===== config.mk =====
export PLATFORM = sky130hd
export DESIGN_NAME = stack_ctrl
export DESIGN_NICKNAME = d
export VERILOG_FILES = /design/src/rtl/stack_pkg.sv /design/src/rtl/stack_ptr.sv /design/src/rtl/stack_ctrl.sv
export SDC_FILE = /design/constraint.sdc
export NUM_CORES = 1
export LEC_CHECK = 0
export BUFFER_PORTS_ARGS = -buffer_cell sky130_fd_sc_hd__buf_2
export CORE_UTILIZATION = 41
export DETAILED_ROUTE_END_ITERATION = 10
export PLACE_DENSITY = 0.9
export SLEW_MARGIN = 20
export SYNTH_ARGS = -nofsm -noshare
export SYNTH_HDL_FRONTEND = slang
export SYNTH_SLANG_ARGS = --single-unit

===== constraint.sdc =====
create_clock -name clk -period 2.43 [get_ports clk]
set_clock_uncertainty 0.1 [all_clocks]
set_input_delay 0.486 -clock clk [delete_from_list [all_inputs] [get_ports clk]]
set_output_delay 0.486 -clock clk [all_outputs]
set_load 0.1 [all_outputs]

===== src/rtl/stack_pkg.sv =====
// Shared types and default widths for the hardware stack controller.
package stack_pkg;
   typedef enum logic [0:0] {
      IDLE    = 1'b0,
      RD_WAIT = 1'b1
   } state_e;

   localparam int DATA_W_DEF = 32;
   localparam int ADDR_W_DEF = 5;
endpackage


===== src/rtl/stack_ptr.sv =====
// Stack pointer register; sp doubles as the entry count and never wraps.
module stack_ptr
   import stack_pkg::*;
#(
   parameter int ADDR_W = ADDR_W_DEF,
   parameter int DEPTH  = 2**ADDR_W
) (
   input  logic            clk_i,
   input  logic            rst_i,
   input  logic            clr_i,
   input  logic            inc_i,
   input  logic            dec_i,
   output logic [ADDR_W:0] sp_o,
   output logic            full_o,
   output logic            empty_o
);
   localparam logic [ADDR_W:0] FULL_CNT = (ADDR_W+1)'(DEPTH);

   logic [ADDR_W:0] sp_q, sp_d;

   always_comb begin
      sp_d = sp_q;
      if (clr_i)
         sp_d = '0;
      else if (dec_i)
         sp_d = sp_q - 1'b1;
      else if (inc_i)
         sp_d = sp_q + 1'b1;
   end

   always_ff @(posedge clk_i or posedge rst_i) begin
      if (rst_i)
         sp_q <= '0;
      else
         sp_q <= sp_d;
   end

   assign sp_o    = sp_q;
   assign full_o  = (sp_q == FULL_CNT);
   assign empty_o = (sp_q == '0);
endmodule


===== src/rtl/stack_ctrl.sv =====
// LIFO sequencer driving an external 1-cycle-latency single-port RAM.
// Optional STACK_PEEK_EN adds a non-destructive read of the top entry.
module stack_ctrl
   import stack_pkg::*;
#(
   parameter int DATA_W = DATA_W_DEF,
   parameter int ADDR_W = ADDR_W_DEF,
   parameter int DEPTH  = 2**ADDR_W
) (
   input  logic              clk,
   input  logic              rst,
   input  logic              clear,
   input  logic              push,
   input  logic              pop,
`ifdef STACK_PEEK_EN
   input  logic              peek,
`endif
   input  logic [DATA_W-1:0] push_data,
   output logic              cmd_ready,
   output logic [DATA_W-1:0] pop_data,
   output logic              pop_valid,
   output logic [ADDR_W:0]   count,
   output logic              full,
   output logic              empty,
   output logic              ovf_err,
   output logic              unf_err,
   output logic [ADDR_W-1:0] ram_addr,
   output logic              ram_we,
   output logic [DATA_W-1:0] ram_wdata,
   input  logic [DATA_W-1:0] ram_rdata
);
   state_e            state_q, state_d;
   logic [DATA_W-1:0] pop_data_q, pop_data_d;
   logic              pop_valid_q, pop_valid_d;
   logic              ovf_q, ovf_d;
   logic              unf_q, unf_d;
   logic [ADDR_W:0]   sp, sp_m1;
   logic              peek_req;
   logic              live, pop_go, peek_go, rd_go, push_go;
   logic              ovf_set, unf_set;

`ifdef STACK_PEEK_EN
   assign peek_req = peek;
`else
   assign peek_req = 1'b0;
`endif

   // Commands only count in IDLE and when not overridden by clear
   assign live    = (state_q == IDLE) & ~clear;
   assign pop_go  = live & pop & ~empty;
   assign peek_go = live & ~pop & peek_req & ~empty;
   assign rd_go   = pop_go | peek_go;
   assign push_go = live & push & ~full & ~rd_go;
   assign unf_set = live & (pop | peek_req) & empty;
   assign ovf_set = live & push & full & ~rd_go;

   stack_ptr #(
      .ADDR_W (ADDR_W),
      .DEPTH  (DEPTH)
   ) u_ptr (
      .clk_i   (clk),
      .rst_i   (rst),
      .clr_i   (clear),
      .inc_i   (push_go),
      .dec_i   (pop_go),
      .sp_o    (sp),
      .full_o  (full),
      .empty_o (empty)
   );

   assign sp_m1     = sp - 1'b1;
   assign ram_we    = push_go;
   assign ram_wdata = push_data;
   assign ram_addr  = rd_go ? sp_m1[ADDR_W-1:0] : sp[ADDR_W-1:0];

   always_comb begin
      state_d     = state_q;
      pop_valid_d = 1'b0;
      pop_data_d  = pop_data_q;
      ovf_d       = ovf_q | ovf_set;
      unf_d       = unf_q | unf_set;
      if (clear) begin
         state_d = IDLE;
         ovf_d   = 1'b0;
         unf_d   = 1'b0;
      end else if (state_q == RD_WAIT) begin
         state_d     = IDLE;
         pop_valid_d = 1'b1;
         pop_data_d  = ram_rdata;
      end else if (rd_go) begin
         state_d = RD_WAIT;
      end
   end

   always_ff @(posedge clk or posedge rst) begin
      if (rst) begin
         state_q     <= IDLE;
         pop_data_q  <= '0;
         pop_valid_q <= 1'b0;
         ovf_q       <= 1'b0;
         unf_q       <= 1'b0;
      end else begin
         state_q     <= state_d;
         pop_data_q  <= pop_data_d;
         pop_valid_q <= pop_valid_d;
         ovf_q       <= ovf_d;
         unf_q       <= unf_d;
      end
   end

   assign cmd_ready = (state_q == IDLE);
   assign pop_data  = pop_data_q;
   assign pop_valid = pop_valid_q;
   assign count     = sp;
   assign ovf_err   = ovf_q;
   assign unf_err   = unf_q;
endmodule


* After elaboration in Yosys (flattened, before gate mapping) *
Cells that the tools add are included.

cells by class
  add/subtract/negate cells = 2
  equal/unequal tests = 1
  muxes and demuxes = 11
  bitwise logic cells = 16
  reductions and logical operators = 3

operators by type and width
  kind                 count
  $mux 6               3
  $and 1x1->1          9
  $mux 1               7
  $add 6x1->6 const B  1
  $eq 6x6->1 const B   1
  $logic_not 6->1      1
  $sub 6x1->6 const B  1
  $mux 5               1
  $not 1->1            5
  $reduce_bool 3->1    1
  $or 1x1->1           2
  $reduce_and 2->1     1

storage, ports and cells
  flip-flop bits (word level) = 42
  input bits = 69
  word-level logic and storage cells = 39

* Depth between registers and ports, before layout *
  depth after elaboration = 9
  mapped depth = 7
  gate-level depth less buffers = 6

* By module *
A second synthesis with hierarchy kept.

unflattened totals
  cell total of the unflattened synthesis = 181
  area total of the unflattened synthesis = 2,199.6 um2

by module, submodules not included
  module      times used  cells an instance  area each (um2)
  stack_ctrl  1           130                1,722.9
  stack_ptr   1           51                 476.7

* Worst setup path before layout *
Ideal clock, no wire load.

  path kind = reg-to-output
  from = register u_ptr.sp_q[0] (netlist: u_ptr.sp_o[0])
  to = output ram_we
  arrival time = 4.111 ns
  data required time = 1.844 ns
  slack = -2.267 ns
  stages on the path, launching flop included = 6
  path through = dfrtp_1 > inv_1 > ha_1 > nor4b_4 > a21boi_2 > nor3b_1

on the way
  word-level cells in the longest chain between the ends = 5
  elaborated cells between the ends (all ways) = 8
  those cells by class = eq/ne: 1; bitwise: 6; reduce/logical: 1

ends and longest elaborated chain
  what                    RTL line          RTL
  start, declared         stack_ptr.sv:19   logic [ADDR_W:0] sp_q, sp_d;
  start signal, assigned  stack_ptr.sv:35   sp_q <= sp_d;
  $logic_not 6->1         stack_ptr.sv:40   assign empty_o = (sp_q == '0);
  $not 1->1               -
  $and 1x1->1             stack_ctrl.sv:50  assign pop_go = live & pop & ~empty;
  $not 1->1               stack_ctrl.sv:53  assign push_go = live & push & ~full & ~rd_go;
  $and 1x1->1 (*)         stack_ctrl.sv:53
  end, declared           stack_ctrl.sv:28  output logic ram_we,

Mark *: on every way between the ends. The rest lies on a longest branch, timed or not.

* Worst setup path after layout *
  from = register u_ptr.sp_q[0] (netlist: u_ptr.sp_o[0])
  to = output ram_addr[4]

on the way
  word-level cells in the longest chain between the ends = 4
  elaborated cells between the ends (all ways) = 5
  those cells by class = add/sub: 1; mux: 1; bitwise: 2; reduce/logical: 1

ends and longest elaborated chain
  what                                                 RTL line          RTL
  branches (longest 3 deep; another with $sub 6x1->6)  -
  $mux 5 (*)                                           stack_ctrl.sv:74  assign ram_addr = rd_go ? sp_m1[ADDR_W-1:0] : sp[ADDR_W-1:0];
  end, declared                                        stack_ctrl.sv:27  output logic [ADDR_W-1:0] ram_addr,

Every way passes the cells marked *.

==> results.toml <==
[critical_path]
crit_start = "u_ptr.sp_o[0]"
critPathMaxFanout = 6
slowest_delay_ps = 490
critPathSlowestCell = "dfrtp_4"
crit_path_end = "ram_addr[4]"
r2r_start = "u_ptr.sp_o[0]"
reg2reg_depth = 9
reg2reg_slack_ps = 220
critPathRequiredTime_ps = 1840
end_kind = "output pin"
cp_cell_sequence = "clkinvlp_4, buf_4, buf_4, ha_2, a31oi_1, a41o_4, buf_12"
cp_common_cell = "buf_4"
crit_buf_inv = 4
rr_endpoint = "u_ptr.sp_o[3]"
path_delay_family = "buffers and inverters"
start_kind = "flop"
critPathKind = "reg2out"
critical_path_arrival_ps = 1970
crit_cells = 7

[detailed_routing]
drc_errors = 0
wl_um = 4840
drtPass1Iterations = 4
via_count = 1540
viasPerCell = 4.84
drt_first_iter_violations = 10
wire_per_inst_um = 15.2
antenna_left = 0

[floorplanning]
dieHeight_um = 74.4
ioPinCount = 151
die-area_mm2 = 0.00553
rows = 25
coreArea_mm2 = 0.00488
start_util_pct = 44.0
fp.dieW_um = 74.4

[clock_tree]
cts_tree = "built"
cts-hold-fix-buffers = 0
clk-insertion-delay-late_ps = 290
root_buffer = "clkbuf_8"
cts_buffer_depth = 2
path_clk_slew_ps = 80
cts_buffers = 5
clock-sinks = 42
htreeDepth = 2

[yosys]
yosys.cell_types.count = 30
synth_nets = 249
mappedNetlistArea_mm2 = 0.00215
syn_area_per_cell_um2 = 12.1
synth_warnings = 0
synth-seq-cells = 42
ys_seq_area_share_pct = 48.9
syn_inst = 177

[final_layout]
design_area_mm2 = 0.00291
nets = 322
seq_area_mm2 = 0.00106
final_util_pct = 59.7
final.fill_count = 383
drive_gt1_share_pct = 67.3
multiInputGateArea_um2 = 925
diodes = 0
syn_to_final_growth_pct = 35.6

[place]
place.gp.congestion = 0.912
portBuffers = 86
placed_area_mm2 = 0.00272
dp_hpwl_um = 3640

[grt]
grt_remaining_overflow = 0
grt_pass1_wl_um = 7800
grtUsageTotal_pct = 18.9
grt_max_degree = 34
antenna_found_initial = 0
grt_pass1_vias = 1650

[timing]
fmax_mhz = 391
slew_headroom_pct = 54.2
worstMarginPinSlew_ps = 687
setup_viol = 6
whs_ps = 182
fin_tns_setup_ps = -600
rsz0062_at_grt = "yes"
fin_ws_ps = -126
maxSlewViolCount = 0
hold_violations = 0
fin_crit_ps = 2560
fin_crit_sh_pct = 105

[flow_run]
drv_cap = 0

[hold_path]
hold_class = "in2async"

[outcome]
run_status = "finished, violations left"
violations = "setup timing"
-- worst reg2reg max path: cells and delay by family, from the launching register on --
family,cells,cell delay [ps]
buffers and inverters,4,510
DFF,1,490
muxes,1,330
AOI/OAI and AO/OA,2,300
and+or+nand+nor,1,270
adders and majority gates,1,120
-- through the flow --
| stage | setup WS (ps) | std cells |
|---|---|---|
| after CTS | -126 | 317 |
| after global routing | -248 | 318 |
| after detailed placement | -4.77 | 304 |
| final | -126 | 318 |
| after global placement | 2.65 | 304 |
| after floorplan | -638 | 177 |
-- metal layers --
metal / GRT usage (%) / vias to the layer above / routed length [um]
li1: - / 716 / -
met1: 21.7 / 729 / 1920
met2: 31.7 / 72 / 2380
met3: 5.56 / 23 / 373
met4: 10.5 / 0 / 172
met5: 0 / - / 0
-- area by class of cell --
cell class | instances | area share [%]
clock buffers | 7 | 2.96
clock inverters | 1 | 0.301
inverters | 6 | 0.902
multi-input cells | 89 | 31.7
flip-flops and latches | 42 | 36.3
well taps | 67 | 2.88
repair buffers | 106 | 24.9
-- worst min-delay path by stage --
stage	from	to	slack, ps
after floorplan	ram_rdata[10]	pop_data[10]	540
after global placement	unf_err	unf_err	370
after detailed placement	pop_data[29]	pop_data[29]	390
after CTS	rst	unf_err	190
after global routing	rst	unf_err	220
final	rst	pop_data[10]	180
-- Yosys cell counts (all sizes together) --
cell type  count  share of area, %
nand3b         1              0.35
mux2          37                19
a41oi          1              0.41
mux2i          3               1.4
or3b           1              0.52
a31oi          2              0.58
xnor2          2              0.82
inv            6               1.0
nor3b          2              0.70
nand2          2              0.35
nor2b          3              0.87
and3           1              0.29
dfrtp         42                49
and2           2              0.58
buf           39                13
nand4          3              0.87
a21boi         1              0.52
a32oi          1              0.41
clkbuf         1              0.17
nor2          11               1.9
ha             3               1.7
nor4b          1               1.1
a41o           1              0.47
nor3           3              0.70
o21a           2              0.70
a21oi          6               1.9
-- flip-flops by register name (all words and copies together), names as in the netlist --
signal and count:
ovf_err 1, pop_data 32, pop_valid 1, state_q 1
u_ptr.sp_o 6, unf_err 1
-- timing repair --
item | 4_1_cts | 5_1_grt
buffers inserted | 5 | 1
setup endpoints to repair | 6 | 8
pin swaps | 6 | 2
resized for setup | 11 | 2
-- placed cells by master, fill, tap and decap left out, types with 2 or more instances in the layout --
cell      count
nor3_1        3
inv_1         4
nor2_1        9
mux2_1        5
xnor2_4       2
a21oi_4       3
nor2_2        2
buf_12        9
o21a_1        2
dfrtp_2       3
nor2b_1       3
mux2i_1       3
mux2_2       32
dfrtp_1      38
buf_2        78
a21oi_1       3
buf_4        17
and2_4        2
clkbuf_8      6
nand4_1       3
-- kinds of logic after synthesis --
logic type | synth area share, %
AOI/OAI and AO/OA | 5.01
xor gates and xnor gates | 0.816
adders and majority gates | 1.75
buffers and inverters | 14.4
DFF | 48.9
muxes | 20.8
and+or+nand+nor | 8.27
Power is not shown: default switching activity piles up to over one toggle a cycle in this logic, so the estimate is an artifact.
